`src/rtl/disp_pkg.sv`:
```
// Shared types and constants for the winner-take-all disparity selector.
// The cost width and the "no second candidate yet" sentinel live here.
package disp_pkg;

  localparam int COST_W = 8;
  localparam logic [COST_W-1:0] COST_SENTINEL = 8'hFF;

  typedef struct packed {
    logic [7:0]  disp;
    logic [7:0]  cost;
    logic [15:0] coords;
    logic        conf;
  } disp_result_t;

  typedef enum logic {IDLE, ACCUM} sel_state_t;

endpackage

```
`src/rtl/disparity_select_result_fifo.sv`:
```
// Result queue with a registered head. The head register counts as one of
// the FIFO_DEPTH slots, and a freshly written entry never falls through.
module result_fifo
  import disp_pkg::*;
#(
  parameter int FIFO_DEPTH = 4
) (
  input  logic         clk,
  input  logic         reset,
  input  logic         push,
  input  disp_result_t push_data,
  input  logic         ready,
  output disp_result_t head,
  output logic         head_valid,
  output logic         full
);

  localparam int AW = $clog2(FIFO_DEPTH);
  localparam logic [AW:0] DEPTH_C = (AW+1)'(FIFO_DEPTH);

  disp_result_t mem [FIFO_DEPTH];
  logic [AW-1:0] wr_ptr, rd_ptr;
  logic [AW:0]   cnt, avail;
  logic          pop, wr_en, empty;

  assign pop   = head_valid && ready;
  assign full  = (cnt == DEPTH_C);
  assign empty = (cnt == '0);
  assign wr_en = push && (!full || pop);
  // Entries already stored that remain after this cycle's pop; a push
  // landing this cycle is only visible on the following edge.
  assign avail = empty ? '0 : cnt - (AW+1)'(pop);

  always_ff @(posedge clk) begin
    if (wr_en) mem[wr_ptr] <= push_data;
  end

  always_ff @(posedge clk or negedge reset) begin
    if (!reset) begin
      wr_ptr     <= '0;
      rd_ptr     <= '0;
      cnt        <= '0;
      head_valid <= 1'b0;
      head       <= '0;
    end else begin
      if (wr_en) wr_ptr <= wr_ptr + 1'b1;
      if (pop)   rd_ptr <= rd_ptr + 1'b1;
      cnt        <= cnt + (AW+1)'(wr_en) - (AW+1)'(pop);
      head_valid <= (avail != '0);
      if (avail != '0) head <= mem[rd_ptr + AW'(pop)];
    end
  end

endmodule

```
`src/rtl/disparity_select.sv`:
```
// Winner-take-all over the per-candidate cost stream: lowest cost wins,
// ceiling and uniqueness decide conf, results queue toward the map writer.
module disparity_select
  import disp_pkg::*;
#(
  parameter int NUM_DISP    = 64,
  parameter int MAX_COST    = 200,
  parameter int UNIQ_MARGIN = 2,
  parameter int FIFO_DEPTH  = 4
) (
  input  logic        clk,
  input  logic        reset,
  input  logic [7:0]  sum,
  input  logic [15:0] in_coords,
  input  logic [15:0] blk_index_i,
  input  logic        sum_valid,
  input  logic        clear_err,
  output logic        out_valid,
  input  logic        out_ready,
  output logic [7:0]  out_disp,
  output logic [7:0]  out_cost,
  output logic [15:0] out_coords,
  output logic        out_conf,
  output logic        seq_err,
  output logic        overflow
);

  localparam logic [15:0] LAST_IDX = 16'(NUM_DISP - 1);
  localparam bit          SINGLE   = (NUM_DISP == 1);

  function automatic logic calc_conf(input logic [7:0] b, input logic [7:0] s);
    logic [8:0] gap;
    gap = {1'b0, s} - {1'b0, b};
    return (int'(b) <= MAX_COST) && (int'(gap) >= UNIQ_MARGIN);
  endfunction

  function automatic disp_result_t make_result(input logic [7:0] b, input logic [7:0] s,
                                               input logic [7:0] idx, input logic [15:0] c);
    disp_result_t r;
    r.disp   = idx;
    r.cost   = b;
    r.coords = c;
    r.conf   = calc_conf(b, s);
    return r;
  endfunction

  sel_state_t   state;
  logic [15:0]  exp_idx, coords_lat;
  logic [7:0]   best, second, best_idx;
  logic [7:0]   acc_best, acc_second, acc_idx;
  logic         in_seq, idx_zero, idle_start, acc_ok, acc_restart, start, complete, seq_evt;
  disp_result_t res_p0;
  logic         vld_p0;
  disp_result_t head;
  logic         fifo_full, drop;

  always_comb begin
    acc_best   = best;
    acc_second = second;
    acc_idx    = best_idx;
    if (sum < best) begin
      acc_second = best;
      acc_best   = sum;
      acc_idx    = blk_index_i[7:0];
    end else if (sum < second) begin
      acc_second = sum;
    end
  end

  assign idx_zero    = (blk_index_i == '0);
  assign in_seq      = (blk_index_i == exp_idx) && (in_coords == coords_lat);
  assign idle_start  = sum_valid && (state == IDLE) && idx_zero;
  assign acc_ok      = sum_valid && (state == ACCUM) && in_seq;
  assign acc_restart = sum_valid && (state == ACCUM) && !in_seq && idx_zero;
  assign start       = idle_start || acc_restart;
  assign complete    = (idle_start && SINGLE) || (acc_ok && (blk_index_i == LAST_IDX));
  assign seq_evt     = sum_valid && (((state == IDLE) && !idx_zero) ||
                                     ((state == ACCUM) && !in_seq));

  always_ff @(posedge clk or negedge reset) begin
    if (!reset) begin
      state   <= IDLE;
      exp_idx <= '0;
      vld_p0  <= 1'b0;
      seq_err <= 1'b0;
    end else begin
      vld_p0 <= complete;
      if (clear_err) seq_err <= 1'b0;
      if (seq_evt)   seq_err <= 1'b1;
      case (state)
        IDLE: begin
          if (idle_start && !SINGLE) begin
            state   <= ACCUM;
            exp_idx <= 16'd1;
          end
        end
        ACCUM: begin
          if (acc_ok) begin
            if (complete) state <= IDLE;
            else          exp_idx <= exp_idx + 16'd1;
          end else if (sum_valid) begin
            if (acc_restart) exp_idx <= 16'd1;
            else             state <= IDLE;
          end
        end
        default: state <= IDLE;
      endcase
    end
  end

  always_ff @(posedge clk) begin
    if (start) begin
      best       <= sum;
      best_idx   <= '0;
      second     <= COST_SENTINEL;
      coords_lat <= in_coords;
    end else if (acc_ok) begin
      best     <= acc_best;
      best_idx <= acc_idx;
      second   <= acc_second;
    end
    // Stage p0: completed result heading into the queue.
    if (complete) begin
      if (idle_start) res_p0 <= make_result(sum, COST_SENTINEL, 8'd0, in_coords);
      else            res_p0 <= make_result(acc_best, acc_second, acc_idx, coords_lat);
    end
  end

  // Stage p1: queue write; a full queue only accepts when it is popped this cycle.
  assign drop = vld_p0 && fifo_full && !(out_valid && out_ready);

  always_ff @(posedge clk or negedge reset) begin
    if (!reset) begin
      overflow <= 1'b0;
    end else begin
      if (clear_err) overflow <= 1'b0;
      if (drop)      overflow <= 1'b1;
    end
  end

  result_fifo #(.FIFO_DEPTH(FIFO_DEPTH)) u_fifo (
    .clk        (clk),
    .reset      (reset),
    .push       (vld_p0),
    .push_data  (res_p0),
    .ready      (out_ready),
    .head       (head),
    .head_valid (out_valid),
    .full       (fifo_full)
  );

  assign out_disp   = head.disp;
  assign out_cost   = head.cost;
  assign out_coords = head.coords;
  assign out_conf   = head.conf;

endmodule
```
`config.mk`:
```
export PLATFORM = sky130hd
export DESIGN_NAME = disparity_select
export DESIGN_NICKNAME = d
export VERILOG_FILES = /design/src/rtl/disp_pkg.sv /design/src/rtl/disparity_select_result_fifo.sv /design/src/rtl/disparity_select.sv
export SDC_FILE = /design/constraint.sdc
export NUM_CORES = 1
export LEC_CHECK = 0
export BUFFER_PORTS_ARGS = -buffer_cell sky130_fd_sc_hd__buf_2
export CORE_MARGIN = 5
export CORE_UTILIZATION = 23
export DETAILED_ROUTE_END_ITERATION = 8
export GPL_TIMING_DRIVEN = 0
export PLACE_DENSITY = 0.47
export SLEW_MARGIN = 20
export SYNTH_ARGS = -nofsm -noshare
export SYNTH_HDL_FRONTEND = slang
export SYNTH_HIERARCHICAL = 1
export SYNTH_SLANG_ARGS = --single-unit
```
`constraint.sdc`:
```
create_clock -name clk -period 4.35 [get_ports clk]
set_input_delay 0.435 -clock clk [delete_from_list [all_inputs] [get_ports clk]]
set_output_delay 0.435 -clock clk [all_outputs]
set_load 0.005 [all_outputs]
```
* Yosys cells after proc, flatten, opt, wreduce, memory -nomap -nowiden
Memory sizes are Yosys's and may differ from the RTL's. A register that Yosys moved wholly into a read port is not among the register bits.
Cells that the tools add are included.
** Storage, ports and cells
- Output and inout port bits :: 36
- Bits in registers :: 101
- Memories kept :: 1
- Bits in writable memories :: 132
- Logic and storage cells :: 99
- Input bits :: 45
** Operators by class
- Reduce and logical (&&, ||, !) cells :: 32
- Mux-type cells :: 25
- $add $sub $neg :: 9
- $lt $le $gt $ge :: 6
- Equal/unequal tests :: 8
- Bitwise operators :: 1
** Memories
- u_fifo.mem :: depth 4, bits a word 33, rd ports 1, clocked after memory_dff 1, write ports 1, line disparity_select_result_fifo.sv:21 : disp_result_t mem [FIFO_DEPTH];
** Operators by type and width (count)
- $mux 16 :: 5
- $mux 8 :: 6
- $eq 16x16->1 :: 2
- $pmux 16 s2 :: 1
- $mux 25 :: 1
- $ge 9x2->1 const B :: 2
- $logic_and 1x1->1 :: 17
- $add 16x1->16 const B :: 1
- $eq 16x6->1 const B :: 1
- $le 8x8->1 const B :: 2
- $logic_not 16->1 :: 1
- $lt 8x8->1 :: 2
- $mux 1 :: 10
- $sub 8x8->9 :: 1
- $sub 8x8->9 const A :: 1
- $reduce_bool 2->1 :: 3
- $sub 3x1->3 :: 2
- $logic_not 1->1 :: 5
- $add 2x1->2 const B :: 2
- $reduce_and 4->1 :: 1
- $add 3x1->3 :: 1
- $eq 3x3->1 const B :: 1
- $logic_not 3->1 :: 1
- $logic_or 1x1->1 :: 3
- 9 further kinds :: 9

* Longest topological paths before layout
- Depth in word-level cells :: 9
- Depth in mapped cells :: 19

* Hierarchy
Netlist, hierarchy kept.
** Modules (own cells, without submodules)
- result_fifo :: seq. area each 4989.8 µm², area each 6555.0 µm², instances 1, cells each 286
- disparity_select :: seq. area each 2532.4 µm², area each 5193.7 µm², instances 1, cells each 529

* Worst setup path after synthesis
OpenSTA, ideal clock, no wires.
- Path kind :: register to register
- From :: reg best[3]
- To :: reg res_p0[0] (netlist name) (data pin)
- Required time :: 4080 ps
- Path slack :: 40 ps
- Cell stages (with the launch flop) :: 16
- Clock period less this slack :: 4310 ps
- Arrival time :: 4040 ps
- Setup time :: 270 ps
- Path through :: edfxtp_1 clkbuf_1 inv_1 ha_1 a2111o_1 a221oi_4 buf_4 buf_2 buf_2 o21ai_0 ha_1 or4b_2 a2111oi_0 nand2_1 a221oi_1 a31oi_1
** On the way
- Cells in the longest elaborated chain, start to end :: 6
** RTL lines
- start: declaration :: line disparity_select.sv:49 : logic [7:0] best, second, best_idx;
- start signal: assignment :: line disparity_select.sv:113 : best <= sum;
- start signal: assignment :: line disparity_select.sv:118 : best <= acc_best;
- $lt 8x8->1 :: line disparity_select.sv:61 : if (sum < best) begin
- $mux 8 :: line disparity_select.sv:61
- $sub 8x8->9 :: line disparity_select.sv:33 : gap = {1'b0, s} - {1'b0, b};
- $ge 9x2->1 :: line disparity_select.sv:34 : return (int'(b) <= MAX_COST) && (int'(gap) >= UNIQ_MARGIN);
- $logic_and 1x1->1 * :: line disparity_select.sv:34
- $mux 25 * :: line disparity_select.sv:124 : if (idle_start) res_p0 <= make_result(sum, COST_SENTINEL, 8'd0, in_coords);
- end signal: assignment :: line disparity_select.sv:124
- end signal: assignment :: line disparity_select.sv:125 : else res_p0 <= make_result(acc_best, acc_second, acc_idx, coords_lat);
- end: declaration :: line disparity_select.sv:52 : disp_result_t res_p0;
Every way passes the cells marked *; elsewhere a longest branch is shown, timed or not.
A chain may end at the register's enable or synchronous reset.

* Final worst setup path
- From :: reg best[1]
- To :: reg res_p0[0] (netlist name) (data pin)
** On the way
- Cells in the longest elaborated chain, start to end :: 6
** RTL lines
- $lt 8x8->1 :: line disparity_select.sv:61
- $mux 8 :: line disparity_select.sv:61
- net acc_second[7] :: line disparity_select.sv:50 : logic [7:0] acc_best, acc_second, acc_idx;
- $sub 8x8->9 :: line disparity_select.sv:33
- $ge 9x2->1 :: line disparity_select.sv:34
- $logic_and 1x1->1 :: line disparity_select.sv:34
- $mux 25 :: line disparity_select.sv:124
The timed path passes the listed nets, and every way through them passes these cells.

==> metrics.md <==
| Metric | Value |
|---|---|
| Mapped Cells | about 820 |
| GRT Resource Usage Total | just under 10% |
| CTS H-tree depth | 1 |
| Cell class contributing the biggest share of worst-path delay | compound AO/OA/AOI/OAI gates |
| Number of primary I/O pins | 81 |
| CP arrival | 4.44 ns |
| Maximum vdd drop | 0.274 mV |
| Synth async-reset ratio | a little under a quarter |
| Finished Layout Cells | 1,635 |
| Clock Skews | 0.00904 ns |
| Worst skew pair latency | roughly 0.55 ns |
| Initial antenna violation count | 1 |
| CP max FO | 10 |
| Final Util | 28.6% |
| Tot Pwr | 0.00780 W |
| Critical Path Stages | 14 |
| Clock transition at path regs | 0.06 ns |
| Unrepaired setup endpoints after global routing | no |
| NumNets Final | 1,016 |
| Final Hold Vio Count | 0 |
| Worst slew pin tran | approximately 0.79 ns |
| Rows | just over 80 |
| Status | completed |
| P_leak | 5.33 nW |
| Number of DRC markers in iteration 0 | 358 |
| Post-synth EDFFs | 189 |
| Primary FF master, synth | edfxtp_1 |
| Remaining global-route overflow | 0 |
| Via count | 6,833 |
| Chip width | 236 um |
| Hold Path Stages | 1 |
| Final HPWL DP | 20,300 um |
| CTS buffer count | 30 |
| Drt wl/cell | between 15 and 20 um |
| Final Worst Setup Slack | about 0.19 ns |
| Pwr dens | 542 nW/um2 |
| Reg2Reg Capture Point | res_p0[0]$_DFFE_PP_ |
| Die H | 236 um |
| Critical path's largest stage delay | 0.69 ns |
| Finish-stage setup viols | 0 |
| Yosys warns | 6 |
| Layout cells sized above 1 | 25.1% |
| Slew Limit Fails | 0 |
| Dpl cells | roughly 1,600 |
| First-pass GRT wire length | 43,900 um |
| PortBufs | 80 |
| Clock root cell | clkbuf_16 |
| WS Path Type | reg2reg |
| R2R Path Start | best[1]$_DFFE_PP_ |
| Final clock period utilization by the worst path | between 90% and 100% |
| Max-cap violations | 0 |
| Via density | 4.18 |
| Seq/Total Area, Yosys | between 60% and 70% |
| Synth unique cells | 60 |
| Post-placement setup slack | -0.793 ns |
| CTS max path bufs | 3 |
| DR pass1 iterations | 5 |
| Crit path capture type | flip-flop |
| Cells on worst reg2reg path | 14 |
| Placer Congestion | 0.761 |
| Minimum clock period | roughly 4.2 ns |
| Setup TNS Final | 0 ns |
| Crit-path cells | inv_1, ha_1, a2111o_1, a221oi_4, buf_6, clkbuf_4, nand2_1, o21ai_1, ha_1, or4b_2, a2111oi_4, nand2_1, a221oi_2, a31oi_2 |
| Full die area | 55,700 um2 |
| Hold WC Path Type | in2reg |
| WP data required | ~4.6 ns |
| Vias in the first global route | ~7,000 |
| Sink Count | roughly 270 |
| Critical path buffers and inverters | 3 |
| Slew HR | between 40 and 50% |
| Starting Density | 23.3% |
| Layout area overhead | 22.5% |
| DRC | 0 |
| Worst Hold End | coords_lat[13]$_DFFE_PP_ |
| Syn nets | roughly 890 |
| Peak Freq | 240 MHz |
| Antenna Nets Post-Route | 0 |
| Startpoint class of the critical path | flip-flop |
| CTS tree | yes |
| Fillers | 5,075 |
| Largest net degree at the start of global routing | 50 |
| Mapped cell area | approximately 12,000 um2 |
| Register bit total from synthesis | 266 |
| Hold_sp | in_coords[13] |
| Internal reg-to-reg setup slack | roughly 0.19 ns |
| Total core area | 50,400 um2 |
| Final WL | 27,900 um |
| Mapped Avg Cell Area | about 14 um2 |
| ANT cells | 0 |
| Slowest stage cell, crit path | or4b_2 |
## cells in the mapped netlist, types with 2 or more instances
library cell    n  area [um2]
a2111o_1        2        22.5
a21oi_1        24         120
a22oi_1         2        15.0
a31oi_1         2        12.5
and2_1          5        31.3
and3_1          3        18.8
buf_12          3        60.1
buf_2           6        30.0
buf_4           4        30.0
buf_6           4        45.0
clkbuf_1       14        52.6
dfrtp_1        61        1530
dfxtp_1        16         320
edfxtp_1      189        5680
fa_1            2        40.0
ha_1           30         375
inv_1          39         146
mux2_2         35         394
mux2i_1        32         320
mux4_1          3        78.8
mux4_2         30         676
nand2_1        81         304
nand2b_1        5        31.3
nand3_1        12        60.1
nand4_1         8        50.1
nor2_1         41         154
nor2b_1         2        12.5
nor3_1         14        70.1
nor4_1         13        81.3
o21ai_0        44         220
o22a_1          6        52.6
o31a_1          2        17.5
or3_1           6        37.5
xnor2_1        16         140
xor2_1         34         298
## power breakdown
group	switching, W	internal (W)	total (W)	leakage [nW]
combinational	0.000895	0.00111	0.00201	2.20
sequential	0.000100	0.00290	0.00300	2.58
clock	0.00103	0.00176	0.00279	0.544
## area by class of cell
class	instances	area [um2]	area share (%)
clock inverter	20	309	2.15
tap	672	841	5.84
multi-input combinational	478	3910	27.1
sequential	266	7520	52.3
timing repair buffer	93	608	4.22
inverter	39	146	1.02
buffer	31	248	1.72
clock buffer	36	815	5.66
## flip-flops by register name, indices dropped and copies added (netlist names), 7 cells and up, named ones only
name and flops:
u_fifo/mem 132, res_p0 33, u_fifo/head 33, coords_lat 16
exp_idx 16, best 8, best_idx 8, second 7
## worst reg2reg max path, stage by stage, from the launching register on
cell and delay [ns]:
edfxtp_1 0.40, inv_1 0.10, ha_1 0.23, a2111o_1 0.41, a221oi_4 0.37, buf_6 0.18
clkbuf_4 0.19, nand2_1 0.06, o21ai_1 0.14, ha_1 0.29, or4b_2 0.69, a2111oi_4 0.36
nand2_1 0.11, a221oi_2 0.21, a31oi_2 0.14
## worst max path at each step
stage | startpoint | end
after detailed placement | sum[1] | res_p0[0]$_DFFE_PP_
final | best[1]$_DFFE_PP_ | res_p0[0]$_DFFE_PP_
after floorplan | best[3]$_DFFE_PP_ | res_p0[0]$_DFFE_PP_
after global placement | sum[1] | res_p0[0]$_DFFE_PP_
after CTS | best[1]$_DFFE_PP_ | res_p0[0]$_DFFE_PP_
after global routing | best[1]$_DFFE_PP_ | res_p0[0]$_DFFE_PP_
## metal layers
| metal | vias to the layer above | share of wire, % | global-route usage [%] |
|---|---|---|---|
| li1 | 3286 | - | - |
| met1 | 3371 | 48 | 14.4 |
| met2 | 135 | 45 | 15.4 |
| met3 | 39 | 4.2 | 1.59 |
| met4 | 2 | 1.8 | 2.64 |
| met5 | - | 0.039 | 0 |
## timing repair
item	CTS	global route
gates resized for setup	7	8
hold endpoints to repair	12	0
pin swaps	1	2
setup buffers	3	3
setup endpoints to repair	1	1
hold buffers	1	0
## cell families after synthesis
kind of cell	synth area share [%]
DFF	64.0
and+or+nand+nor	7.75
muxes	12.5
AOI/OAI and AO/OA	5.19
buffers and inverters	3.13
xor gates and xnor gates	3.87
adders and majority gates	3.54
## placed cells by master (no fill, tap or decap), drive strengths merged, types with 3 or more instances in the layout
cell type    n
edfxtp     189
nand4        8
xnor2       16
clkbuf      49
a21oi       24
nor4        13
nand2b       5
xor2        35
clkinv      11
mux2i       32
dfrtp       61
nor2        41
or3          6
nand2       81
bufinv       7
nand3       13
mux4        33
inv         39
and3         3
buf        110
nor3        14
dfxtp       16
ha          30
mux2        35
o21ai       45
o22a         6
and2         5
## per-stage QoR
stage	hold slack, ns	cell area [um2]
6_report	0.108	14400
5_1_grt	0.0790	14400
4_1_cts	0.0729	14300
3_5_place_dp	0.314	13200
3_3_place_gp	0.450	13000
2_1_floorplan	0.139	11700
(Power assumes the default switching activity.)
